==> src/rtl/nn_layer_sequencer.sv <==
// nn_layer_sequencer: start/done controller that sequences the feature-map load,
// the per-layer row sweep and the write-back of a multi-layer inference.
//
// Ports
//   clk                 rising-edge clock
//   reset_n             asynchronous active-low reset
//   start               begin an inference (accepted in IDLE, or on the edge ending DONE)
//   abort               cancel a running inference
//   cfg_num_layers      layers to run, clamped to 1..NUM_LAYERS on an accepted start
//   busy                high in every state except IDLE
//   done                one-cycle completion pulse
//   ifmap_write_enable  selects the input vector as memory write data
//   mem_write_enable    memory write strobe
//   mem_addr            feature-map memory read address
//   weight_layer        weight-store layer index
//   weight_row          weight-store row index
//   acc_enable          accelerator accumulate enable
//   acc_reset           accelerator synchronous accumulator clear
module nn_layer_sequencer #(
   parameter int NUM_LAYERS = 4,
   parameter int VEC_LEN    = 32,
   parameter int ADDR_W     = 5,
   parameter int LAYER_W    = 2
) (
   input  logic               clk,
   input  logic               reset_n,
   input  logic               start,
   input  logic               abort,
   input  logic [LAYER_W:0]   cfg_num_layers,
   output logic               busy,
   output logic               done,
   output logic               ifmap_write_enable,
   output logic               mem_write_enable,
   output logic [ADDR_W-1:0]  mem_addr,
   output logic [LAYER_W-1:0] weight_layer,
   output logic [ADDR_W-1:0]  weight_row,
   output logic               acc_enable,
   output logic               acc_reset
);
   typedef enum logic [2:0] {IDLE, LOAD, RUN, WB, DONE} state_t;

   localparam logic [LAYER_W:0]  MAX_L    = (LAYER_W+1)'(NUM_LAYERS);
   localparam logic [LAYER_W:0]  ONE_L    = (LAYER_W+1)'(1);
   localparam logic [ADDR_W-1:0] LAST_ROW = ADDR_W'(VEC_LEN-1);

   state_t             state_q, state_d;
   logic [ADDR_W-1:0]  row_q, row_d;
   logic [LAYER_W-1:0] layer_q, layer_d;
   logic [LAYER_W:0]   nl_q, nl_d;
   logic [LAYER_W:0]   clamped;
   logic               accept;
   logic               last_layer;

   assign clamped    = (cfg_num_layers == '0) ? ONE_L :
                       (cfg_num_layers > MAX_L) ? MAX_L : cfg_num_layers;
   assign accept     = start && !abort;
   assign last_layer = ({1'b0, layer_q} == nl_q - ONE_L);

   always_ff @(posedge clk or negedge reset_n) begin
      if (!reset_n) begin
         state_q <= IDLE;
         row_q   <= '0;
         layer_q <= '0;
         nl_q    <= ONE_L;
      end else begin
         state_q <= state_d;
         row_q   <= row_d;
         layer_q <= layer_d;
         nl_q    <= nl_d;
      end
   end

   always_comb begin
      state_d = state_q;
      row_d   = row_q;
      layer_d = layer_q;
      nl_d    = nl_q;
      case (state_q)
         IDLE: begin
            if (accept) begin
               state_d = LOAD;
               nl_d    = clamped;
               row_d   = '0;
               layer_d = '0;
            end
         end
         LOAD: state_d = RUN;
         RUN: begin
            row_d   = (row_q == LAST_ROW) ? '0 : row_q + 1'b1;
            state_d = (row_q == LAST_ROW) ? WB : RUN;
         end
         WB: begin
            row_d   = '0;
            state_d = last_layer ? DONE : RUN;
            layer_d = last_layer ? layer_q : layer_q + 1'b1;
         end
         DONE: begin
            // the edge that ends DONE may already launch the next inference
            state_d = accept ? LOAD : IDLE;
            nl_d    = accept ? clamped : nl_q;
            row_d   = '0;
            layer_d = '0;
         end
         default: state_d = IDLE;
      endcase
      if (abort && state_q != IDLE) begin
         state_d = IDLE;
         row_d   = '0;
         layer_d = '0;
      end
   end

   // outputs are a pure decode of the registered state, so reset clears them at once
   always_comb begin
      busy               = (state_q != IDLE);
      done               = (state_q == DONE);
      ifmap_write_enable = (state_q == LOAD);
      mem_write_enable   = (state_q == LOAD) || (state_q == WB);
      acc_reset          = (state_q == LOAD) || (state_q == WB);
      acc_enable         = (state_q == RUN);
      mem_addr           = (state_q == RUN) ? row_q : '0;
      weight_row         = (state_q == RUN) ? row_q : '0;
      weight_layer       = (state_q == RUN) ? layer_q : '0;
   end
endmodule

==> config.mk <==
export PLATFORM = sky130hd
export DESIGN_NAME = nn_layer_sequencer
export DESIGN_NICKNAME = d
export VERILOG_FILES = /design/src/rtl/nn_layer_sequencer.sv
export SDC_FILE = /design/constraint.sdc
export NUM_CORES = 1
export LEC_CHECK = 0
export ABC_AREA = 1
export BUFFER_PORTS_ARGS = -buffer_cell sky130_fd_sc_hd__buf_2
export CAP_MARGIN = 25
export CORE_MARGIN = 1.5
export CORE_UTILIZATION = 50
export DETAILED_ROUTE_END_ITERATION = 12
export GPL_TIMING_DRIVEN = 0
export MAX_ROUTING_LAYER = met4
export PLACE_DENSITY = 0.77
export SLEW_MARGIN = 30
export SYNTH_ARGS = -nofsm -noshare
export SYNTH_HDL_FRONTEND = slang
export SYNTH_SLANG_ARGS = --single-unit
==> constraint.sdc <==
create_clock -name clk -period 1.5 [get_ports clk]
set_input_delay 0.225 -clock clk [delete_from_list [all_inputs] [get_ports clk]]
set_output_delay 0.225 -clock clk [all_outputs]
set_load 0.02 [all_outputs]
# Word-level counts from Yosys, hierarchy flattened

Index checks and enable logic that the tools add are counted.

Add/subtract/negate cells: 3
Magnitude comparators: 1
Equality and inequality tests: 8
Multiplexer cells: 18
Reductions and logical operators: 14

Operator list:

| cell                | count |
|---|---|
| $mux 5              | 4 |
| $mux 3              | 5 |
| $pmux 3 s5          | 1 |
| $pmux 5 s3          | 1 |
| $mux 2              | 4 |
| $reduce_bool 4->1   | 2 |
| $eq 3x2->1 const B  | 2 |
| $logic_not 3->1     | 2 |
| $ne 3x3->1 const B  | 2 |
| $pmux 2 s3          | 1 |
| $add 5x1->5 const B | 1 |
| $eq 5x5->1 const B  | 1 |
| $reduce_and 2->1    | 2 |
| $reduce_or 2->1     | 2 |
| $eq 2x3->1          | 1 |
| $eq 3x1->1 const B  | 1 |
| $eq 3x3->1 const B  | 1 |
| $gt 3x3->1 const B  | 1 |
| $reduce_and 3->1    | 1 |
| $reduce_bool 3->1   | 1 |
| $sub 3x1->3 const B | 1 |
| $add 2x1->2 const B | 1 |
| $logic_and 1x1->1   | 2 |
| $mux 1              | 2 |
| 2 further kinds     | 2 |

Flip-flop bits (word level): 13
Bits of input ports: 7
Output and inout bits: 18
Word-level logic and storage cells: 48

# Depth between registers and ports, before layout

Gate-level depths: netlist of the first run.

Word-level depth: 5
Depth in mapped cells: 10

# Worst setup path after synthesis of the first run

OpenSTA, ideal clock, no wires.

Path type: register to output
Start point: reg state_q[2]
End point: out weight_row[4]
Arrival time: 1352 ps
Required time: 1275 ps
Path slack: -77 ps
Cell stages (with the launch flop): 7
Path buffers: 1
Path through: dfrtp_1 inv_2 nand2_2 nor2_4 inv_4 nor2_1 buf_4

Longest elaborated chain between the ends: 2

RTL lines:

| item                   | RTL line | text |
|---|---|---|
| start, declared        | 46       | `state_t state_q, state_d;` |
| start signal, assigned | 66       | `state_q <= state_d;` |
| $eq 3x2->1             | -        |  |
| named net acc_enable   | 37       | `output logic acc_enable,` |
| $mux 5                 | 122      | `weight_row = (state_q == RUN) ? row_q : '0;` |
| end, declared          | 36       | `output logic [ADDR_W-1:0] weight_row,` |

The timed path passes the listed nets, and every way through them passes these cells.

# Worst setup path after layout of the first run

Start point: reg state_q[2]
End point: out weight_row[3]

Longest elaborated chain between the ends: 2

RTL lines:

| item       | RTL line |
|---|---|
| $eq 3x2->1 | 122 |
| $mux 5     | 122 |

No other way between the ends.

==> impl_metrics.env, run 1 <==
export IMPL_clockBufferDepth=2
export IMPL_diodes=0
export IMPL_cts_root_buf="clkbuf_4"
export IMPL_start_kind="flip-flop"
export IMPL_max_vdd_ir_drop_mv=1.21
export IMPL_worst_setup_path_end_kind="primary output"
export IMPL_ys_types=23
export IMPL_mostFrequentLayoutCells="nand2_1 (34), buf_4 (23), inv_1 (18), nor2_1 (13), buf_2 (13)"
export IMPL_fin_util=0.731
export IMPL_vias=903
export IMPL_async_flop_share=1.00
export IMPL_max_cap_violations=0
export IMPL_critical_path_max_stage_delay_ns=0.39
export IMPL_rsz0062_at_grt="true"
export IMPL_antenna_found_initial=0
export IMPL_fin_crit_sh=1.07
export IMPL_core_um2=1710
export IMPL_syn_inst=130
export IMPL_hold_path_class="in -> reg"
export IMPL_path_buf_inv=4
export IMPL_p_total_mw=1.99
export IMPL_synth_top_area_frac=0.335
export IMPL_drt_antenna_violating_nets=0
export IMPL_cts_buffers=3
export IMPL_numPortBuffers=24
export IMPL_grt_usage=0.223
export IMPL_cts_max_level=1
export IMPL_slew_viol_final=0
export IMPL_period_needed_ns=1.60
export IMPL_clkSinkCount=13
export IMPL_cp_max_fo=9
export IMPL_final_setup_tns_ns=-0.627
export IMPL_ys_seq_area_frac=0.364
export IMPL_route_detailed_drc=0
export IMPL_violations="negative setup slack"
export IMPL_synth_edff_count=0
export IMPL_worst_slack_ns=-0.0981
export IMPL_place_hpwl_um=1390
export IMPL_crit_family="buffers and inverters"
export IMPL_drt_wl_total_um=2080
export IMPL_placementRows=15
export IMPL_placed_area_um2=1050
export IMPL_io_pins=25
export IMPL_status="finished, violations left"
export IMPL_layout_commonest_cell="nand2_1"
export IMPL_gp_congestion=0.856
export IMPL_worst_pin_slew_ns=0.302
export IMPL_viasPerCell=4.68
export IMPL_drt_iter0_markers=24
export IMPL_grt_pass1_vias=803
export IMPL_overflow=0
export IMPL_power_density_nw_per_um2=1590
export IMPL_p_leak_nw=0.674
export IMPL_final_cell_area_um2=1250
export IMPL_synthToLayoutAreaGrowth_pct=39.2
export IMPL_grt_pass1_wl_um=3230
export IMPL_cp_slowest_cell="dfrtp_1"
export IMPL_setup_viol_count_final=12
export IMPL_netlist_area_um2=897
export IMPL_rrSetupSlack_ns=0
export IMPL_avgSynthCellArea_um2=6.90
export IMPL_cts_tree="done"
export IMPL_start_util=0.525
export IMPL_max_freq_mhz=626
export IMPL_fp_dieArea_um2=2060
export IMPL_nNetsFinal=179
export IMPL_drt_wirelength_per_cell_um=10.8
export IMPL_synth_largest_area_cell="dfrtp_1"
export IMPL_syn_nets=140
export IMPL_clk_pin_slew_worst_paths_ns=0.08
export IMPL_die_w_um=45.4
export IMPL_hold_violations=0
export IMPL_relSlewSlack=0.799
export IMPL_criticalPathCategory="reg -> out"
export IMPL_yosys_top_cells_area="dfrtp_1 (33%), nand2_1 (15%), inv_1 (8.8%)"
export IMPL_fillers=134
export IMPL_grt_start_max_net_pins=14
export IMPL_cp_arrival_ns=1.37
export IMPL_yosys_warnings=0
export IMPL_dp_slack_ns=-0.0413
export IMPL_clk_latency_ns=0.28
export IMPL_die_h_um=45.4
export IMPL_crit_chain="inv_2, nand2_4, nor2_4, inv_6, nor2_4, buf_4, buf_4"
export IMPL_required_ns=1.27
export IMPL_ys_ff_latch=13
export IMPL_dr_pass1_iters=4
export IMPL_synthFlopType="dfrtp_1"
export IMPL_drive_gt1_frac=0.440
export IMPL_fin_skew_ns=0.00572
## area by class of cell
| cell class | count | area (um^2) | share of cell area |
|---|---|---|---|
| multi-input cells | 86 | 483 | 0.387 |
| flip-flops and latches | 13 | 328 | 0.263 |
| repair buffers | 34 | 236 | 0.189 |
| inverters | 25 | 98.8 | 0.0792 |
| plain buffers | 6 | 45.0 | 0.0361 |
| well taps | 25 | 31.3 | 0.0251 |
| clock buffers | 4 | 26.3 | 0.0210 |
## sequential cells by signal, indices dropped and copies added, names as in the netlist
register / count
layer_q: 2
nl_q: 3
row_q: 5
state_q: 3
## synthesized netlist by cell type, types with 2 or more instances
library cell and n:
ha_1 3, a21oi_1 2, nor2_4 2, buf_4 6
nor2_2 3, o21ai_0 5, nand2_1 35, o21ai_2 2
nand2_2 4, inv_1 21, nor2_1 19, nand3_1 4
dfrtp_1 12, inv_2 3
## power breakdown
group          switching (mW)  internal, mW  leakage, nW
Sequential             0.0978         0.459        0.169
Clock                   0.110         0.103       0.0150
Combinational           0.729         0.490        0.490
Total                   0.936          1.05        0.674
## layer usage
| layer | part of all wire | track usage |
|---|---|---|
| met5 | 0 | - |
| met4 | 0.019 | 0.100 |
| met3 | 0.034 | 0.0320 |
| met2 | 0.51 | 0.357 |
| met1 | 0.44 | 0.276 |
## worst register-to-register path, cell delays in order (launching register included)
cell,delay (ns)
dfstp_2,0.54
inv_2,0.05
ha_4,0.26
inv_2,0.03
nand2_1,0.05
nand2_1,0.05
nor2_2,0.11
nand3_2,0.13
nand3_1,0.10
nand2_1,0.06
## path summary, 6_finish.rpt
kind,start,end,cells past startpoint
worst max-delay path,state_q[2]$_DFFE_PN0P_,weight_row[3],7
worst min-delay path,cfg_num_layers[1],nl_q[1]$_DFFE_PN0P_,3
worst max register to register,nl_q[0]$_DFFE_PN1P_,layer_q[0]$_DFFE_PN0P_,9
worst min register to register,layer_q[1]$_DFFE_PN0P_,layer_q[1]$_DFFE_PN0P_,2
max in group asynchronous,reset_n,nl_q[0]$_DFFE_PN1P_,2
min in group asynchronous,reset_n,nl_q[1]$_DFFE_PN0P_,2
## per-stage QoR
step | std cells | hold slack (ns)
after CTS | 189 | 0.184
after detailed placement | 179 | 0.131
final | 193 | 0.186
after floorplan | 130 | -0.0706
after global routing | 193 | 0.233
after global placement | 179 | 0.128
## timing repair
action,CTS,global route
endpoints found under the hold margin,12,0
endpoints found under the setup margin,14,18
buffers inserted,5,4
hold buffers,1,0
gates resized for setup,18,14
pin swaps,4,3
## cells by family (layout without fill, tap and decap cells)
| logic type | Yosys count | count (layout) | synth area share |
|---|---|---|---|
| xor+xnor | 2 | 2 | 0.0195 |
| simple gates | 71 | 71 | 0.353 |
| compound gates | 10 | 10 | 0.0642 |
| flops | 13 | 13 | 0.364 |
| buf+inv | 31 | 69 | 0.158 |
| fa+ha+maj | 3 | 3 | 0.0418 |
Note: power is estimated with default switching activity, not from simulation.
==> run 2, diff against run 1 <==
--- a/config.mk
+++ b/config.mk
@@ -14,7 +14,6 @@
 export GPL_TIMING_DRIVEN = 0
 export MAX_ROUTING_LAYER = met4
 export PLACE_DENSITY = 0.77
-export SLEW_MARGIN = 30
 export SYNTH_ARGS = -nofsm -noshare
 export SYNTH_HDL_FRONTEND = slang
 export SYNTH_SLANG_ARGS = --single-unit
==> constraint.sdc (replaced) <==
create_clock -name clk -period 1.54 [get_ports clk]
set_input_delay 0.231 -clock clk [delete_from_list [all_inputs] [get_ports clk]]
set_output_delay 0.231 -clock clk [all_outputs]
set_load 0.02 [all_outputs]
==> run 2 against run 1 <==
Against the previous run: the run still ends with negative setup slack left; critical path depth unchanged; wire length up 0.19%; utilization is 0.22 points lower; sequential share of layout area about the same; highest routed layer unchanged.
==> impl_metrics.env, run 2 (synthesis gave the netlist of run 1 again) <==
export IMPL_grt_pass1_wl_um=3240
export IMPL_placementRows=15
export IMPL_viasPerCell=4.80
export IMPL_fillers=136
export IMPL_grt_start_max_net_pins=14
export IMPL_worst_setup_path_end_kind="primary output"
export IMPL_clk_pin_slew_worst_paths_ns=0.08
export IMPL_drt_wl_total_um=2090
export IMPL_fin_util=0.729
export IMPL_mostFrequentLayoutCells="nand2_1 (32), buf_4 (25), inv_1 (19), nor2_1 (13)"
export IMPL_worst_slack_ns=-0.0933
export IMPL_cts_tree="done"
export IMPL_status="finished, violations left"
export IMPL_start_util=0.525
export IMPL_power_density_nw_per_um2=1560
export IMPL_cts_max_level=1
export IMPL_largestRegisters="row_q: 5 flops, nl_q: 3 flops, state_q: 3 flops"
export IMPL_drive_gt1_frac=0.431
export IMPL_required_ns=1.31
export IMPL_criticalPathCategory="reg -> out"
export IMPL_drt_antenna_violating_nets=0
export IMPL_io_pins=25
export IMPL_fin_skew_ns=0.00259
export IMPL_dp_slack_ns=-0.00125
export IMPL_start_kind="flip-flop"
export IMPL_min_from="cfg_num_layers[1]"
export IMPL_vias=922
export IMPL_final_setup_tns_ns=-0.399
export IMPL_hold_end="nl_q[1]$_DFFE_PN0P_"
export IMPL_max_cap_violations=0
export IMPL_violations="negative setup slack"
export IMPL_route_detailed_drc=0
export IMPL_cp_startpoint="state_q[2]$_DFFE_PN0P_"
export IMPL_cp_max_fo=9
export IMPL_placed_area_um2=1050
export IMPL_numPortBuffers=24
export IMPL_p_total_mw=1.94
export IMPL_die_w_um=45.4
export IMPL_cts_root_buf="clkbuf_4"
export IMPL_placed_cells=179
export IMPL_overflow=0
export IMPL_max_vdd_ir_drop_mv=0.921
export IMPL_whs_path_depth=3
export IMPL_die_h_um=45.4
export IMPL_hold_path_class="in -> reg"
export IMPL_reg2reg_from="nl_q[0]$_DFFE_PN1P_"
export IMPL_place_hpwl_um=1390
export IMPL_final_cell_area_um2=1240
export IMPL_antenna_found_initial=0
export IMPL_final_instance_count_excl_fill=192
export IMPL_rsz0062_at_grt="true"
export IMPL_r2r_cells=10
export IMPL_grt_usage=0.223
export IMPL_rr_endpoint="layer_q[0]$_DFFE_PN0P_"
export IMPL_setup_viol_count_final=7
export IMPL_nNetsFinal=178
export IMPL_top_register="row_q"
export IMPL_hold_violations=0
export IMPL_layout_commonest_cell="nand2_1"
export IMPL_max_freq_mhz=612
export IMPL_rrSetupSlack_ns=0.03
export IMPL_drt_iter0_markers=13
export IMPL_clkSinkCount=13
export IMPL_clk_latency_ns=0.27
export IMPL_dr_pass1_iters=4
export IMPL_core_um2=1710
export IMPL_slew_viol_final=0
export IMPL_clockBufferDepth=2
export IMPL_fin_crit_sh=1.06
export IMPL_fp_dieArea_um2=2060
export IMPL_cts_buffers=3
export IMPL_relSlewSlack=0.799
export IMPL_p_leak_nw=0.670
export IMPL_synthToLayoutAreaGrowth_pct=38.8
export IMPL_diodes=0
export IMPL_grt_pass1_vias=800
export IMPL_gp_congestion=0.856
export IMPL_drt_wirelength_per_cell_um=10.9
export IMPL_period_needed_ns=1.63
export IMPL_largest_reg_flops=5
export IMPL_fin_worst_hold_slack_ns=0.196
export IMPL_worst_pin_slew_ns=0.302
export IMPL_cp_arrival_ns=1.40
[run 2: report_power, final]
group,switching [mW],internal (mW),leakage [nW],total (mW)
Sequential,0.0935,0.444,0.170,0.538
Clock,0.111,0.100,0.0150,0.211
Combinational,0.731,0.456,0.485,1.19
Total,0.935,1.00,0.670,1.94
[run 2: repair_timing]
item / CTS / global route
resized for setup: 11 / 21
buffers inserted: 3 / 5
setup endpoints to repair: 14 / 17
hold buffers: 1 / 0
hold endpoints to repair: 12 / 0
pin swaps: 1 / 6
[run 2: cell type report]
cell class	instances	area, um^2	area share
multi-input combinational	86	493	0.396
sequential	13	327	0.262
timing repair buffer	33	224	0.180
inverter	25	98.8	0.0794
buffer	6	45.0	0.0362
tap	25	31.3	0.0251
clock buffer	4	26.3	0.0211
[run 2: how the worst max path moves through the flow]
stage | endpoint
finish | weight_row[0]
global route | weight_row[0]
CTS | weight_row[1]
detailed placement | layer_q[1]$_DFFE_PN0P_
global placement | layer_q[0]$_DFFE_PN0P_
floorplan | weight_row[4]
[run 2: layer usage]
| layer | wire (um) | vias up | global-route usage |
|---|---|---|---|
| met5 | 0 | - | - |
| met4 | 35 | 0 | 0.100 |
| li1 | - | 462 | - |
| met2 | 1150 | 18 | 0.360 |
| met3 | 62 | 4 | 0.0320 |
| met1 | 837 | 438 | 0.276 |
[run 2: critical path, cell delays in order (launching register included)]
cell     delay (ns)
dfrtp_1        0.39
inv_2          0.07
nand2_2        0.07
nor2_4         0.15
inv_6          0.10
nor2_4         0.11
buf_4          0.11
buf_4          0.13
==> run 3, diff against run 2 <==
--- a/config.mk
+++ b/config.mk
@@ -14,6 +14,7 @@
 export GPL_TIMING_DRIVEN = 0
 export MAX_ROUTING_LAYER = met4
 export PLACE_DENSITY = 0.77
+export SKIP_LAST_GASP = 1
 export SYNTH_ARGS = -nofsm -noshare
 export SYNTH_HDL_FRONTEND = slang
 export SYNTH_SLANG_ARGS = --single-unit
==> constraint.sdc (replaced) <==
create_clock -name clk -period 1.54 [get_ports clk]
set_input_delay 0.462 -clock clk [delete_from_list [all_inputs] [get_ports clk]]
set_output_delay 0.462 -clock clk [all_outputs]
set_load 0.02 [all_outputs]
==> run 3 against run 2 <==
Against the previous run: the run still ends with negative setup slack left; fmax is 13% lower; critical path type unchanged; power grew 7.9%; wire length up 1.7%; sequential share of layout area decreased by 1.2 points; via count fell by 1.7%; clock-buffer cell count did not move; critical endpoint is now weight_row[1]; critical path depth unchanged; cell count grew 1.0%; largest power group unchanged.
==> impl_metrics.env, run 3 (synthesis gave the netlist of run 1 again) <==
export IMPL_hold_path_class="in -> async"
export IMPL_sw_frac_of_total=0.475
export IMPL_start_util=0.525
export IMPL_vias=906
export IMPL_status="finished, violations left"
export IMPL_dr_pass1_iters=4
export IMPL_period_needed_ns=1.87
export IMPL_viasPerCell=4.67
export IMPL_fin_skew_ns=0.00349
export IMPL_gp_congestion=0.809
export IMPL_die_w_um=45.4
export IMPL_antenna_found_initial=0
export IMPL_top_register="row_q"
export IMPL_max_freq_mhz=536
export IMPL_drt_wirelength_per_cell_um=10.9
export IMPL_busiest_layer="met2"
export IMPL_placementRows=15
export IMPL_nNetsFinal=180
export IMPL_largestRegisters="row_q: 5 flops, nl_q: 3 flops, state_q: 3 flops"
export IMPL_grt_pass1_vias=831
export IMPL_largest_reg_flops=5
export IMPL_max_vdd_ir_drop_mv=1.34
export IMPL_drt_wl_total_um=2120
export IMPL_worst_slack_ns=-0.327
export IMPL_core_um2=1710
export IMPL_die_h_um=45.4
export IMPL_clk_pin_slew_worst_paths_ns=0.08
export IMPL_clkSinkCount=13
export IMPL_required_ns=1.08
export IMPL_mostFrequentLayoutCells="nand2_1 (32), buf_4 (19), inv_1 (18), buf_6 (12), nor2_1 (11)"
export IMPL_final_setup_tns_ns=-3.86
export IMPL_grtUsageMet2=0.397
export IMPL_fp_dieArea_um2=2060
export IMPL_diodes=0
export IMPL_numPortBuffers=24
export IMPL_worst_setup_path_end_kind="primary output"
export IMPL_grt_use_met1=0.282
export IMPL_p_leak_nw=0.685
export IMPL_overflow=0
export IMPL_drt_antenna_violating_nets=0
export IMPL_violations="negative setup slack"
export IMPL_combPwrFrac=0.636
export IMPL_final_instance_count_excl_fill=194
export IMPL_route_detailed_drc=0
export IMPL_cts_buffers=3
export IMPL_cts_max_level=1
export IMPL_clockBufferDepth=2
export IMPL_grt_usage=0.234
export IMPL_fillers=116
export IMPL_p_seq_frac=0.261
export IMPL_grt_pass1_wl_um=3350
export IMPL_fin_crit_sh=1.21
export IMPL_cp_arrival_ns=1.40
export IMPL_use_met3=0.0400
export IMPL_io_pins=25
export IMPL_drive_gt1_frac=0.467
export IMPL_placed_cells=179
export IMPL_setup_viol_count_final=17
export IMPL_worst_pin_slew_ns=0.304
export IMPL_clk_latency_ns=0.27
export IMPL_cts_root_buf="clkbuf_4"
export IMPL_layout_commonest_cell="nand2_1"
export IMPL_place_hpwl_um=1420
export IMPL_power_density_nw_per_um2=1590
export IMPL_cts_tree="done"
export IMPL_hold_violations=0
export IMPL_power_switching_mw=0.993
export IMPL_synthToLayoutAreaGrowth_pct=46.7
export IMPL_rsz0062_at_grt="true"
export IMPL_grt_start_max_net_pins=14
export IMPL_start_kind="flip-flop"
export IMPL_criticalPathCategory="reg -> out"
export IMPL_slew_viol_final=0
export IMPL_cp_max_fo=5
export IMPL_p_int_mw=1.10
export IMPL_max_cap_violations=0
export IMPL_relSlewSlack=0.797
export IMPL_drt_iter0_markers=14
export IMPL_clock_power_share=0.103
## run 3: cell count changes in the layout (fill, tap and decap cells not counted), sizes merged
cell / before / now
dlygate4sd3: 1 / 0
inv: 25 / 26
buf: 38 / 40
## run 3: metal layers
metal | vias to the layer above | share of wire
met4 | 0 | 0.0071
li1 | 462 | -
met2 | 30 | 0.53
met1 | 412 | 0.42
met3 | 2 | 0.039
met5 | - | 0
## run 3: timing repair
action | CTS | global route
gates cloned | 1 | 0
setup endpoints to repair | 20 | 20
resized for setup | 26 | 15
pin swaps | 4 | 6
hold buffers | 0 | 0
buffers inserted | 7 | 4
endpoints found under the hold margin | 0 | 0
## run 3: through the flow
stage	utilization	total power, mW	hold slack (ns)	instance area (um^2)	worst slack (ns)
after floorplan	-	1.30	0.166	941	-0.0999
after global placement	0.640	1.49	0.364	1090	-0.0727
after detailed placement	0.640	1.52	0.370	1090	-0.0888
after CTS	0.732	1.93	0.0777	1250	-0.314
after global routing	0.771	2.26	0.0760	1320	-0.385
final	0.771	2.09	0.0637	1320	-0.327
## run 3: final cells by class
cell class / instances / area, um^2 / area share
buffer: 6 / 56.3 / 0.0428
tap: 25 / 31.3 / 0.0238
timing repair inverter: 1 / 3.75 / 0.00285
clock buffer: 4 / 26.3 / 0.0200
timing repair buffer: 34 / 267 / 0.202
sequential: 13 / 329 / 0.250
inverter: 25 / 98.8 / 0.0751
multi-input combinational: 86 / 504 / 0.383
## run 3: final timing paths
kind / from / endpoint / slack [ns] / cells past startpoint
min in group clk: cfg_num_layers[1] / nl_q[1]$_DFFE_PN0P_ / 0.41 / 3
worst min register to register: layer_q[1]$_DFFE_PN0P_ / layer_q[1]$_DFFE_PN0P_ / 0.53 / 2
worst max register to register: nl_q[0]$_DFFE_PN1P_ / layer_q[1]$_DFFE_PN0P_ / 0.03 / 10
worst min-delay path: reset_n / layer_q[1]$_DFFE_PN0P_ / 0.06 / 1
worst max-delay path: state_q[2]$_DFFE_PN0P_ / weight_row[1] / -0.33 / 7
max in group asynchronous: reset_n / nl_q[0]$_DFFE_PN1P_ / 1.19 / 1
## run 3: power groups by stage
| stage | logic (mW) | clock network, mW | registers [mW] |
|---|---|---|---|
| finish | 1.33 | 0.214 | 0.546 |
| global route | 1.46 | 0.235 | 0.561 |
| CTS | 1.19 | 0.214 | 0.531 |
| detailed placement | 0.987 | 0 | 0.535 |
| global placement | 0.964 | 0 | 0.531 |
| floorplan | 0.782 | 0 | 0.517 |
## run 3: critical path, cell delays in order, from the launching register on
cell and delay (ns):
dfrtp_1 0.40, inv_2 0.08, nand2_4 0.06, nor2_4 0.18, inv_6 0.09, nor2_4 0.10
buf_6 0.09, buf_4 0.12
